**src/rtl/trig_pkg.sv**
```systemverilog
// Shared definitions for the trigger conditioner: debounce FSM states,
// default parameter values and the saturating counter helper.
package trig_pkg;

    localparam int SYNC_STAGES_DEF     = 2;
    localparam int DEBOUNCE_CYCLES_DEF = 16;
    localparam int HOLDOFF_CYCLES_DEF  = 8;
    localparam int CNT_W               = 16;

    typedef enum logic [1:0] {
        ST_LOW      = 2'd0,
        ST_RISE_CHK = 2'd1,
        ST_HIGH     = 2'd2,
        ST_FALL_CHK = 2'd3
    } state_e;

    function automatic logic [CNT_W-1:0] sat_inc(input logic [CNT_W-1:0] v);
        return (v == {CNT_W{1'b1}}) ? v : v + 16'd1;
    endfunction

endpackage

```
**src/rtl/sync_ff.sv**
```systemverilog
// Multi-flop synchronizer for a single asynchronous input bit.
module sync_ff #(
    parameter int STAGES = 2
) (
    input  logic clk,
    input  logic rst_n,
    input  logic d_i,
    output logic q_o
);

    logic [STAGES-1:0] sync_q;

    // NOTE: sequential state uses non-blocking assignments so every flop
    // samples the pre-edge value of its neighbour; blocking here would
    // collapse the chain into a single flop.
    always_ff @(posedge clk or negedge rst_n) begin
        if (!rst_n) begin
            sync_q <= '0;
        end else begin
            sync_q <= {sync_q[STAGES-2:0], d_i};
        end
    end

    assign q_o = sync_q[STAGES-1];

endmodule

```
**src/rtl/trig_conditioner.sv**
```systemverilog
// Debounces a bouncing button, emits one trigger pulse per accepted rising
// edge subject to a holdoff window, and counts issued triggers.
module trig_conditioner
    import trig_pkg::*;
#(
    parameter int SYNC_STAGES     = SYNC_STAGES_DEF,
    parameter int DEBOUNCE_CYCLES = DEBOUNCE_CYCLES_DEF,
    parameter int HOLDOFF_CYCLES  = HOLDOFF_CYCLES_DEF
) (
    input  logic       clk,
    input  logic       rst_n,
    input  logic       btn_in,
    output logic       trigger,
    output logic       level,
    output logic       dropped,
    output logic [7:0] trig_count
);

    localparam logic [CNT_W-1:0] DEB_LAST  = CNT_W'(DEBOUNCE_CYCLES - 1);
    localparam logic [CNT_W-1:0] HOLD_LOAD = CNT_W'(HOLDOFF_CYCLES);

    logic             sync_in;
    state_e           state_q, state_d;
    logic [CNT_W-1:0] cnt_q, cnt_d;
    logic [CNT_W-1:0] hold_q, hold_d;
    logic             trig_q, trig_d;
    logic             drop_q, drop_d;
    logic             level_q, level_d;
    logic [7:0]       count_q, count_d;
    logic             rise_accept, fall_accept;

    sync_ff #(.STAGES(SYNC_STAGES)) u_sync (
        .clk  (clk),
        .rst_n(rst_n),
        .d_i  (btn_in),
        .q_o  (sync_in)
    );

    // NOTE: reset is asynchronous, so it sits in the sensitivity list and
    // clears every flop immediately, without waiting for a clock edge.
    always_ff @(posedge clk or negedge rst_n) begin
        if (!rst_n) begin
            state_q <= ST_LOW;
            cnt_q   <= '0;
            hold_q  <= '0;
            trig_q  <= 1'b0;
            drop_q  <= 1'b0;
            level_q <= 1'b0;
            count_q <= '0;
        end else begin
            state_q <= state_d;
            cnt_q   <= cnt_d;
            hold_q  <= hold_d;
            trig_q  <= trig_d;
            drop_q  <= drop_d;
            level_q <= level_d;
            count_q <= count_d;
        end
    end

    // NOTE: each combinational block assigns a default to every output
    // first, so no path leaves a variable unassigned and no latch is inferred.
    always_comb begin
        state_d = state_q;
        unique case (state_q)
            ST_LOW:      if (sync_in) state_d = ST_RISE_CHK;
            ST_RISE_CHK: if (!sync_in)              state_d = ST_LOW;
                         else if (cnt_q == DEB_LAST) state_d = ST_HIGH;
            ST_HIGH:     if (!sync_in) state_d = ST_FALL_CHK;
            ST_FALL_CHK: if (sync_in)               state_d = ST_HIGH;
                         else if (cnt_q == DEB_LAST) state_d = ST_LOW;
            default:     state_d = ST_LOW;
        endcase
    end

    always_comb begin
        rise_accept = (state_q == ST_RISE_CHK) && (state_d == ST_HIGH);
        fall_accept = (state_q == ST_FALL_CHK) && (state_d == ST_LOW);

        // Any state change restarts the stability count; checks accumulate.
        cnt_d = cnt_q;
        if (state_d != state_q) begin
            cnt_d = '0;
        end else if (state_q == ST_RISE_CHK || state_q == ST_FALL_CHK) begin
            cnt_d = sat_inc(cnt_q);
        end

        hold_d  = (hold_q == '0) ? hold_q : hold_q - 16'd1;
        trig_d  = 1'b0;
        drop_d  = 1'b0;
        count_d = count_q;
        if (rise_accept) begin
            if (hold_q == '0) begin
                trig_d  = 1'b1;
                hold_d  = HOLD_LOAD;
                count_d = count_q + 8'd1;
            end else begin
                drop_d = 1'b1;
            end
        end

        level_d = level_q;
        if (rise_accept) level_d = 1'b1;
        if (fall_accept) level_d = 1'b0;
    end

    assign trigger    = trig_q;
    assign dropped    = drop_q;
    assign level      = level_q;
    assign trig_count = count_q;

endmodule

```
**config.mk**
```make
export PLATFORM = sky130hd
export DESIGN_NAME = trig_conditioner
export DESIGN_NICKNAME = d
export VERILOG_FILES = /design/src/rtl/trig_pkg.sv /design/src/rtl/sync_ff.sv /design/src/rtl/trig_conditioner.sv
export SDC_FILE = /design/constraint.sdc
export NUM_CORES = 1
export LEC_CHECK = 0
export BUFFER_PORTS_ARGS = -buffer_cell sky130_fd_sc_hd__buf_2
export CAP_MARGIN = 10
export CELL_PAD_IN_SITES_DETAIL_PLACEMENT = 0
export CELL_PAD_IN_SITES_GLOBAL_PLACEMENT = 1
export CORE_MARGIN = 2
export CORE_UTILIZATION = 51
export DETAILED_ROUTE_END_ITERATION = 10
export GPL_ROUTABILITY_DRIVEN = 0
export MAX_ROUTING_LAYER = met4
export PLACE_DENSITY_LB_ADDON = 0.1
export SLEW_MARGIN = 0
export SYNTH_ARGS = -nofsm -noshare
export SYNTH_HDL_FRONTEND = slang
export SYNTH_SLANG_ARGS = --single-unit
```
**constraint.sdc**
```tcl
create_clock -name clk -period 3.7 [get_ports clk]
set_input_delay 0.555 -clock clk [delete_from_list [all_inputs] [get_ports clk]]
set_output_delay 0.555 -clock clk [all_outputs]
set_load 0.02 [all_outputs]
```
Yosys cells after proc, flatten, opt, wreduce, memory -nomap -nowiden
Index checks and enable logic that the tools add are counted.
{"block": "totals", "output_inout_bits": 11, "wordCells": 48, "in_bits": 3, "reg_bits": 47}
{"block": "op_classes", "muxes": 19, "n_reduce_logical": 10, "n_eq_ne": 8, "addsub": 3}
{"operator": "16-bit 2-to-1 mux", "count": 6}
{"operator": "16-bit by 1-bit adder with 16-bit output (second input constant)", "count": 1}
{"operator": "16-bit == test (second input constant)", "count": 1}
{"operator": "16-bit by 4-bit == test with 1-bit output (second input constant)", "count": 1}
{"operator": "16-bit logical NOT", "count": 1}
{"operator": "16-bit by 1-bit subtractor with 16-bit output (second input constant)", "count": 1}
{"operator": "2-bit 2-to-1 mux", "count": 6}
{"operator": "8-bit by 1-bit adder with 8-bit output (second input constant)", "count": 1}
{"operator": "2-bit case mux with 4 select lines", "count": 1}
{"operator": "2-bit == test (second input constant)", "count": 3}
{"operator": "1-bit 2-to-1 mux", "count": 6}
{"operator": "2-bit logical NOT", "count": 2}
{"operator": "2-bit AND reduction", "count": 2}
{"operator": "2-bit nonzero test", "count": 2}
{"operator": "2-bit by 1-bit == test with 1-bit output (second input constant)", "count": 1}
{"operator": "1-bit logical AND", "count": 2}
{"operator": "2-bit inequality test", "count": 1}
{"operator": "2-bit inequality test (second input constant)", "count": 1}
{"operator": "1-bit logical OR", "count": 1}

Longest topological paths before layout
Gate-level depths: netlist of run 1.
{"block": "depth", "depth_word": 8, "mapped_depth": 9, "mapped_depth_nobuf": 8}

By module
From an unflattened synthesis of run 1, not the netlist that was laid out.
{"block": "hier_totals", "cells_unflattened": 237, "hier_area_um2": 2446.1}
{"module": "trig_conditioner", "cells_per_inst": 235, "instances": 1, "area_each_um2": 2396.0, "seq_area_each_um2": 1126.1}
{"module": "sync_ff", "cells_per_inst": 2, "instances": 1, "area_each_um2": 50.0, "seq_area_each_um2": 50.0}

Worst setup path before layout of run 1
No wires, ideal clock.
{"block": "synth_timing", "path_kind": "register to register", "startpoint": "register hold_q[0]", "endpoint": "register count_q[1] (netlist: trig_count[1])", "arrival_time_ns": 1.736, "synth_period_minus_slack_ns": 1.860, "path_slack_ns": 1.840, "stages_incl_launch_ff": 8, "n_path_buf": 0, "path_cell_list": "dfrtp_1 -> inv_1 -> ha_1 -> nor3b_1 -> and4_1 -> inv_1 -> nor3_1 -> mux2_2"}
{"block": "synth_via", "elab_chain_cells": 2}
{"item": "from (decl)", "line_no": "trig_conditioner.sv:25", "rtl": "logic [CNT_W-1:0] hold_q, hold_d;"}
{"item": "from (signal assigned)", "line_no": "trig_conditioner.sv:53", "rtl": "hold_q <= hold_d;"}
{"item": "16-bit logical NOT", "line_no": "trig_conditioner.sv:93", "rtl": "if (hold_q == '0) begin"}
{"item": "2-bit AND reduction (no source line)"}
{"item": "to (signal assigned)", "line_no": "trig_conditioner.sv:57", "rtl": "count_q <= count_d;"}
{"item": "to (decl)", "line_no": "trig_conditioner.sv:29", "rtl": "logic [7:0] count_q, count_d;"}
Every way passes these cells.
A chain may end at the register's enable or synchronous reset.

Worst setup path after layout of run 1
Same ends and word-level chain as after synthesis.

==> results of run 1 <==
==> kinds of logic (layout without fill, tap and decap cells) <==
family | after synthesis | count (layout)
adder cells (fa/ha/maj) | 5 | 5
multiplexers | 4 | 4
flip-flops | 47 | 47
AND/OR/NAND/NOR | 106 | 106
XOR/XNOR | 14 | 14
AO/OA/AOI/OAI | 42 | 42
buffers and inverters | 19 | 35
==> per-layer routing <==
metal / up-vias / track usage [%] / routed length [um]
met3: 9 / 4.420 / 175
li1: 923 / - / -
met4: 0 / 6.996 / 70
met1: 925 / 31.24 / 2440
met5: - / - / 0
met2: 40 / 28.73 / 2064
==> worst register-to-register path, stage by stage, from the launching register on <==
cell     delay, ns
dfrtp_1       0.38
inv_1         0.10
ha_1          0.15
nor3b_1       0.29
and4_1        0.47
inv_1         0.33
nor3_1        0.34
mux2_2        0.37
==> final cells by class <==
type,count,share of cell area [%]
multi-input combinational,171,44.07
timing repair buffer,14,2.710
inverter,13,1.822
clock buffer,6,2.710
sequential,47,43.93
clock inverter,2,2.243
tap,54,2.523
==> how the worst max path moves through the flow <==
stage	start	to	slack, ns	cells after the start
floorplan	hold_q[0]$_DFF_PN0_	trig_count[1]$_DFFE_PN0P_	1.84	7
finish	hold_q[0]$_DFF_PN0_	trig_count[1]$_DFFE_PN0P_	1.16	7
detailed placement	hold_q[0]$_DFF_PN0_	trig_count[1]$_DFFE_PN0P_	1.16	7
global route	hold_q[0]$_DFF_PN0_	trig_count[1]$_DFFE_PN0P_	0.85	7
CTS	hold_q[0]$_DFF_PN0_	trig_count[1]$_DFFE_PN0P_	1.14	7
global placement	hold_q[0]$_DFF_PN0_	trig_count[1]$_DFFE_PN0P_	1.23	7
==> synth_stat cells, types with 2 or more instances <==
cell type  instances  share of area [%]
nand4_2            2                1.0
dfrtp_1           47                 48
or3_1              8                2.1
nor2b_1            3               0.77
ha_1               5                2.6
clkbuf_1           2               0.31
nor3_1            12                2.5
nand4b_1           3                1.1
nand4_1            8                2.1
a211oi_1           2               0.62
nor2_1            10                1.5
mux2_2             4                1.9
a221oi_1           5                1.8
or4_1              6                1.9
o31ai_1            5                1.5
a21o_1             2               0.62
nand2b_1           3               0.77
buf_2              4               0.82
and4_1             4                1.4
a22oi_2            2                1.0
a22oi_1            8                2.5
and2_1             3               0.77
xnor2_1            8                2.9
xor2_1             6                2.2
nor4_1            11                2.8
inv_1             13                2.0
nand3_1           11                2.3
and3_1             5                1.3
nand2_1           11                1.7
a21oi_1            3               0.62
nor4_2             2                1.0
o21ai_0           11                2.3
==> power by group through the flow <==
stage	Combinational, mW	Clock [mW]	Sequential, mW
floorplan	0.253	0	0.565
global placement	0.302	0	0.567
global route	0.352	0.471	0.559
detailed placement	0.305	0	0.567
finish	0.300	0.443	0.556
CTS	0.305	0.456	0.556
==> registers in the layout, indices dropped and copies added, names as in the netlist <==
name           count
state_q            2
trig_count         8
u_sync.sync_q      2
level              1
hold_q            16
dropped            1
trigger            1
cnt_q             16
==> results_dict.tcl, run 1 <==
set metrics [dict create \
    run_status "complete, no violations" \
    min_period_over_period_pct 68.52 \
    pin_count 14 \
    drtAntennaViolNets 0 \
    detail_route.drc_violations 0 \
    chipWidth_um 73.06 \
    timing.critical_path.buf_inv 2 \
    core_area_sq_mm 0.004661 \
    place_ws_ns 1.159 \
    die_h_um 73.06 \
    path_delay_family "simple AND/OR/NAND/NOR gates" \
    setup_viol_count_final 0 \
    synthSimpleGateAreaFrac_pct 26.70 \
    synth_sequential_area_ratio_pct 48.35 \
    fin_setup_tns_ns 0 \
    synth_area_sq_mm 0.002432 \
    synth-main-ff-cell "dfrtp_1" \
    max_clock_freq_mhz 394.5 \
    totalPowerFinal_mw 1.300 \
    tritoncts_buffers 5 \
    r2r_end "trig_count[1]$_DFFE_PN0P_" \
    finish.instance_area_sq_mm 0.002678 \
    final-max-slew-violation-count 0 \
    ys.warnings.count 0 \
    worst_ep_required_time_ns 3.89 \
    endpoint_kind "register" \
    antenna_cells 0 \
    worst_r2r_path_depth 7 \
    number_of_max_cap_violations 0 \
    worst_hold_startpoint "u_sync.sync_q[0]$_DFF_PN0_" \
    power_report.internal_total_mw 0.9370 \
    yosys-mux-area-fraction_pct 1.852 \
    mostFrequentLayoutCell "dfrtp_1" \
    cts_tree "built" \
    timing.critical_path.fanout_max 15 \
    post_synth_xor_area_fraction_pct 5.041 \
    avgRoutedWirePerCell_um 15.47 \
    htreeDepth 2 \
    fraction_of_synthesis_flops_using_an_asynchronous_set_or_reset_pin_pct 100.0 \
    design.die.area_sq_mm 0.005338 \
    hold_fails_final_rpt 0 \
    finalNetCount 260 \
    fillerInstances 407 \
    drive_above_1_share_pct 13.44 \
    powerDensity_mw_per_mm2 485.4 \
    fin_hold_ws_ns 0.3532 \
    seq_power_share_pct 42.8 \
    type_of_the_worst_setup_path "register to register" \
    multi_input_area_sq_mm 0.001180 \
    placed_cells 299 \
    drt_iter0_markers 152 \
    post_synth_inst_count 237 \
    ff2ff_setup_slack_ns 1.16 \
    worst-slew-pin-transition_ns 1.032 \
    cp_slowest_stage_delay_ns 0.47 \
    skew_ns 0.006693 \
    layout.cells.most_common_list "47 x dfrtp_1, 13 x inv_1, 13 x buf_2, 12 x nor3_1" \
    synth_cell_types 40 \
    period_needed_ns 2.535 \
    finish.cell_count_without_fillers 307 \
    cts_repair_resize_count 0 \
    max-slew-margin-rel_pct 31.20 \
    clockRootBuffer "clkbuf_8" \
    grt_first_pass_wirelength_mm 8.604 \
    switching_share_pct 27.90 \
    switching_power_mw 0.3626 \
    clock_sinks 47 \
    grt_antenna_before_repair 0 \
    ys_ff_latch 47 \
    cts.path.max_buffers 2 \
    crit_path_start_kind "register" \
    final_util_pct 57.45 \
    rsz_0062_raised_after_global_routing "false" \
    post-route-worst-setup-slack_ns 1.165 \
    vdd_drop_max_mv 0.2140 \
    hold-path-endpoint "u_sync.sync_q[1]$_DFF_PN0_" \
    grt_use_total_pct 21.15 \
    synth_edf_count 0 \
    synth_compound_area_share_pct 12.35 \
    floorplan.initialDensity_pct 52.19 \
    power.combinational.fraction_pct 23.1 \
    leak_pwr_nw 1.232 \
    hpwl_mm 3.265 \
    cts.hold.buffers_added 0 \
    wl_mm 4.749 \
    synthAdderAreaFrac_pct 2.572 \
    arrival_time_of_data_at_the_critical_path_endpoint_ns 2.72 \
    clk-insertion-delay-late_ns 0.30 \
    cts_setup_buffers 0 \
    clock_power_share_pct 34.1 \
    via_count_of_the_first_global_routing_pass 1804 \
    drt-pass1-iter-count 4 \
    layout.area.seq_sq_mm 0.001176 \
    cts.reportedPaths.clkPinSlew_ns 0.08 \
    syn_area_per_cell_sq_um 10.26 \
    vias_per_cell 6.179 \
    grt_overflow_total 0 \
    total_nets_after_synthesis 245 \
    worstPathCellList "inv_1 > ha_1 > nor3b_1 > and4_1 > inv_1 > nor3_1 > mux2_2" \
    timing.hold.worst.class "register to register" \
    io_buffers 13 \
    via_count 1897 \
    synth_top_family_by_area "simple AND/OR/NAND/NOR gates" \
    critPathMostFrequentCell "inv_1" \
    cp_slowest_cell "and4_1" \
    rr_startpoint "hold_q[0]$_DFF_PN0_" \
    grt_start_max_net_pins 48 \
    area_delta_synth_final_pct 10.08 \
    core.rowCount 25 \
    postPlaceCellArea_sq_mm 0.002545 \
    hold-path-cell-count 0 \
]
Note: power is estimated with default switching activity, not from simulation.
==> run 2: changes to the inputs <==
- ABC_AREA: unset -> 1
- CORE_UTILIZATION: 51 -> 45
- clock period: 3.7 -> 2.35 ns (I/O delays scaled with it)
==> results_dict.tcl, run 2 <==
set metrics [dict create \
    run_status "complete, no violations" \
    via_count_of_the_first_global_routing_pass 2208 \
    post_synth_inst_count 380 \
    avgRoutedWirePerCell_um 13.05 \
    final-max-slew-violation-count 0 \
    crit_path_start_kind "register" \
    hpwl_mm 4.570 \
    cts.path.max_buffers 2 \
    cts.reportedPaths.clkPinSlew_ns 0.09 \
    netlist_top_cells_area "dfrtp_1 42%, nand2_1 15%, nor2_1 8.8%" \
    fraction_of_synthesis_flops_using_an_asynchronous_set_or_reset_pin_pct 100.0 \
    core_area_sq_mm 0.005956 \
    syn_area_per_cell_sq_um 7.320 \
    die_h_um 82.62 \
    synth_sequential_area_ratio_pct 42.29 \
    grt_use_total_pct 21.68 \
    cts_repair_resize_count 0 \
    post_synth_xor_area_fraction_pct 7.872 \
    synth_cell_types 24 \
    skew_ns 0.007133 \
    synth-main-ff-cell "dfrtp_1" \
    max-slew-margin-rel_pct 62.45 \
    timing.hold.worst.class "input pin to async pin" \
    vdd_drop_max_mv 0.2914 \
    timing.critical_path.from "cnt_q[0]$_DFFE_PN0P_" \
    area_delta_synth_final_pct 8.862 \
    vias_per_cell 5.047 \
    fillerInstances 600 \
    clock_sinks 47 \
    drive_above_1_share_pct 7.789 \
    grt_first_pass_wirelength_mm 10.91 \
    number_of_max_cap_violations 0 \
    placed_cells 466 \
    cts_tree "built" \
    most_repeated_cell_in_the_gate_level_netlist_after_synthesis "nand2_1" \
    grt_overflow_total 0 \
    cts.hold.buffers_added 0 \
    tritoncts_buffers 5 \
    via_count 2387 \
    drt_iter0_markers 170 \
    grt_start_max_net_pins 25 \
    fin_hold_ws_ns 0.02990 \
    leak_pwr_nw 1.815 \
    endpoint_kind "register" \
    period_needed_ns 1.863 \
    powerDensity_mw_per_mm2 450.5 \
    synth_edf_count 0 \
    finalNetCount 406 \
    floorplan.initialDensity_pct 46.70 \
    arrival_time_of_data_at_the_critical_path_endpoint_ns 2.11 \
    htreeDepth 2 \
    total_nets_after_synthesis 388 \
    rr_startpoint "cnt_q[0]$_DFFE_PN0P_" \
    max_clock_freq_mhz 536.6 \
    detail_route.drc_violations 0 \
    synth_compound_area_share_pct 2.384 \
    ys_ff_latch 47 \
    chipWidth_um 82.62 \
    r2r_end "cnt_q[11]$_DFFE_PN0P_" \
    synth_top_area_share_pct 42.29 \
    io_buffers 13 \
    pin_count 14 \
    rsz_0062_raised_after_global_routing "false" \
    timing.critical_path.fanout_max 16 \
    wl_mm 6.174 \
    antenna_cells 0 \
    clockRootBuffer "clkbuf_8" \
    ys.warnings.count 0 \
    post-synth-top-area-cell "dfrtp_1" \
    drt-pass1-iter-count 4 \
    worst-slew-pin-transition_ns 0.5633 \
    layout.cells.most_common_list "111 x nand2_1, 65 x nor2_1, 47 x dfrtp_1, 44 x inv_1, 29 x nand4_1" \
    core.rowCount 28 \
    synthSimpleGateAreaFrac_pct 37.79 \
    drtAntennaViolNets 0 \
    synth_top_family_by_area "simple AND/OR/NAND/NOR gates" \
    synth_area_sq_mm 0.002781 \
    hold_fails_final_rpt 0 \
    design.die.area_sq_mm 0.006826 \
    worst_r2r_path_depth 8 \
    finish.cell_count_without_fillers 473 \
    critical_path.endpoint "cnt_q[11]$_DFFE_PN0P_" \
    fin_setup_tns_ns 0 \
    type_of_the_worst_setup_path "register to register" \
    mostFrequentLayoutCell "nand2_1" \
    worst_ep_required_time_ns 2.59 \
    cts_setup_buffers 0 \
    min_period_over_period_pct 79.30 \
    ff2ff_setup_slack_ns 0.49 \
    synthTopCellsByCount "111 x nand2_1, 65 x nor2_1, 47 x dfrtp_1, 44 x inv_1, 29 x nand4_1" \
    clk-insertion-delay-late_ns 0.30 \
    grt_antenna_before_repair 0 \
    synthAdderAreaFrac_pct 2.249 \
    setup_viol_count_final 0 \
    yosys-mux-area-fraction_pct 0 \
]
## run 2: power by group
group          switching (mW)  internal (mW)
logic                  0.0405         0.0110
clock network           0.264          0.231
registers             0.00382          0.813
## run 2: stage by stage
step	cell area, sq um	utilization [%]	worst slack, ns	power, mW
finish	3028	50.84	0.4865	1.364
global route	3028	50.84	0.2064	1.424
CTS	3028	50.84	0.4660	1.394
detailed placement	2940	49.37	0.4607	0.8869
global placement	2940	49.37	0.5410	0.8858
floorplan	2781	-	0.7629	0.8598
## run 2: layout make-up
type / instances / area (sq um) / share of cell area, %
clock buffer: 6 / 82.58 / 2.727
clock inverter: 1 / 5.005 / 0.1653
inverter: 45 / 168.9 / 5.579
multi-input combinational: 281 / 1399 / 46.20
sequential: 47 / 1176 / 38.84
tap: 75 / 93.84 / 3.099
timing repair buffer: 18 / 102.6 / 3.388
## run 2: layer usage
| metal | wire [um] | vias up | track usage, % |
|---|---|---|---|
| li1 | - | 1246 | - |
| met1 | 3334 | 1091 | 32.30 |
| met2 | 2540 | 44 | 30.65 |
| met3 | 234 | 6 | 3.587 |
| met4 | 64 | 0 | 5.410 |
| met5 | 0 | - | - |
## run 2: worst min-delay path by stage
| stage | from | end | slack (ns) |
|---|---|---|---|
| 2_1_floorplan | rst_n | cnt_q[0]$_DFFE_PN0P_ | 0.06 |
| 3_3_place_gp | u_sync.sync_q[0]$_DFF_PN0_ | u_sync.sync_q[1]$_DFF_PN0_ | 0.33 |
| 3_5_place_dp | u_sync.sync_q[0]$_DFF_PN0_ | u_sync.sync_q[1]$_DFF_PN0_ | 0.34 |
| 4_1_cts | rst_n | cnt_q[7]$_DFFE_PN0P_ | 0.05 |
| 5_1_grt | rst_n | cnt_q[7]$_DFFE_PN0P_ | 0.08 |
| 6_report | rst_n | cnt_q[7]$_DFFE_PN0P_ | 0.03 |
## run 2: logic make-up (layout without fill, tap and decap cells)
logic type	count (synthesis)	count (layout)
buffers and inverters	52	70
xor gates and xnor gates	25	25
adders and majority gates	5	5
DFF	47	47
AOI/OAI and AO/OA	10	10
and+or+nand+nor	241	241
## run 2: critical path: stages, from the launching register on
cell and delay [ns]:
dfrtp_1 0.41, ha_1 0.27, nand3_1 0.19, nor2_1 0.09, nand3_1 0.13, nand3_1 0.12, o21bai_4 0.40, nand2_1 0.11
nand2_1 0.08
==> run 3: changes to the inputs <==
- ABC_AREA: 1 -> 0
- CORE_UTILIZATION: 45 -> 48
- clock period: 2.35 -> 1.9 ns (I/O delays scaled with it)
==> results_dict.tcl, run 3 (same netlist as run 1, synthesis figures left out) <==
set metrics [dict create \
    run_status "complete, no violations" \
    via_count 2077 \
    wl_mm 5.711 \
    layout.cells.most_common_list "47 x dfrtp_1, 45 x buf_4, 14 x buf_2" \
    vdd_drop_max_mv 0.5921 \
    fin_hold_ws_ns 0.08470 \
    number_of_max_cap_violations 0 \
    io_buffers 13 \
    die_h_um 75.19 \
    min_period_over_period_pct 95.78 \
    grt_antenna_before_repair 0 \
    worst_r2r_path_depth 8 \
    setup_viol_count_final 0 \
    type_of_the_worst_setup_path "register to register" \
    drive_above_1_share_pct 36.63 \
    endpoint_kind "register" \
    leak_pwr_nw 1.508 \
    cts.path.max_buffers 2 \
    grt_use_total_pct 23.51 \
    cts_tree "built" \
    avgRoutedWirePerCell_um 15.44 \
    core_area_sq_mm 0.004817 \
    via_count_of_the_first_global_routing_pass 1995 \
    grt_overflow_total 0 \
    floorplan.initialDensity_pct 50.49 \
    grt_start_max_net_pins 27 \
    clk-insertion-delay-late_ns 0.31 \
    mostFrequentLayoutCell "dfrtp_1" \
    design.die.area_sq_mm 0.005653 \
    rsz_0062_raised_after_global_routing "true" \
    clockRootBuffer "clkbuf_8" \
    period_needed_ns 1.820 \
    post-route-worst-setup-slack_ns 0.08027 \
    drtAntennaViolNets 0 \
    grt_first_pass_wirelength_mm 9.611 \
    max_clock_freq_mhz 549.5 \
    powerDensity_mw_per_mm2 843.8 \
    htreeDepth 2 \
    pin_count 14 \
    hold_fails_final_rpt 0 \
    timing.critical_path.fanout_max 9 \
    antenna_cells 0 \
    core.rowCount 25 \
    arrival_time_of_data_at_the_critical_path_endpoint_ns 2.05 \
    final-max-slew-violation-count 0 \
    chipWidth_um 75.19 \
    drt_iter0_markers 130 \
    vias_per_cell 5.614 \
    worst-slew-pin-transition_ns 0.5570 \
    hold-path-cell-count 1 \
    place_ws_ns -0.04667 \
    detail_route.drc_violations 0 \
    timing.hold.worst.class "input pin to register" \
    worst_ep_required_time_ns 2.13 \
    tritoncts_buffers 5 \
    totalPowerFinal_mw 2.739 \
    finish.cell_count_without_fillers 370 \
    max-slew-margin-rel_pct 62.87 \
    finalNetCount 311 \
    skew_ns 0.009397 \
    placed_cells 355 \
    clock_sinks 47 \
    area_delta_synth_final_pct 33.44 \
    drt-pass1-iter-count 4 \
    crit_path_start_kind "register" \
    hpwl_mm 3.955 \
    cts.reportedPaths.clkPinSlew_ns 0.08 \
    final_util_pct 67.38 \
]
-- run 3: changes by cell type in the layout (fill, tap and decap cells not counted), moves of 21 or more --
| cell | previous run | this run |
|---|---|---|
| buf_4 | 5 | 45 |
| inv_1 | 44 | 10 |
| nor2_1 | 65 | 10 |
| nand4_1 | 29 | 8 |
| nand2_1 | 111 | 11 |
-- run 3: worst max-delay path: stages, from the launching register on --
cell	delay, ns
dfrtp_1	0.40
inv_2	0.07
ha_1	0.14
nor3b_4	0.20
and4_4	0.26
inv_2	0.06
buf_12	0.14
nor4_4	0.29
xor2_1	0.18
-- run 3: layer usage --
metal	track usage, %	routed length, um
met4	6.433	69
met5	-	0
met2	35.19	2630
met1	32.94	2859
met3	4.418	151
-- run 3: power breakdown --
part           leakage (nW)  internal [mW]  switching [mW]
logic                 0.808          0.468           0.468
clock network        0.0513          0.386           0.328
registers             0.649           1.06          0.0268
total                  1.51           1.92           0.823
-- run 3: layout make-up --
cell class | count | area, sq um
inverter | 13 | 48.80
tap | 67 | 83.83
multi-input combinational | 171 | 1343
fill | 431 | 1572
clock inverter | 1 | 30.03
clock buffer | 6 | 72.57
sequential | 47 | 1176
timing repair buffer | 65 | 491.7
-- run 3: metrics by stage --
| step | setup TNS [ns] | cell area [sq um] |
|---|---|---|
| floorplan | 0 | 2432 |
| global placement | 0 | 2909 |
| detailed placement | -0.07370 | 2909 |
| CTS | 0 | 3050 |
| global route | -0.5856 | 3246 |
| finish | 0 | 3246 |
-- run 3: path summary, 6_finish.rpt --
path                                                 start  slack, ns                    endpoint
min in group asynchronous                            rst_n       0.49       cnt_q[13]$_DFFE_PN0P_
worst max-delay path                   hold_q[1]$_DFF_PN0_       0.08   trig_count[4]$_DFFE_PN0P_
worst min register to register  u_sync.sync_q[0]$_DFF_PN0_       0.35  u_sync.sync_q[1]$_DFF_PN0_
worst min-delay path                                btn_in       0.08  u_sync.sync_q[0]$_DFF_PN0_
max in group asynchronous                            rst_n       0.88         hold_q[8]$_DFF_PN0_
worst max register to register         hold_q[1]$_DFF_PN0_       0.08   trig_count[4]$_DFFE_PN0P_
-- run 3: repair_timing --
action | CTS | global route
setup buffers | 0 | 6
hold buffers | 1 | 0
setup endpoints to repair | 10 | 29
cloned | 0 | 1
resized for setup | 5 | 30
endpoints found under the hold margin | 21 | 0
pin swaps | 0 | 10
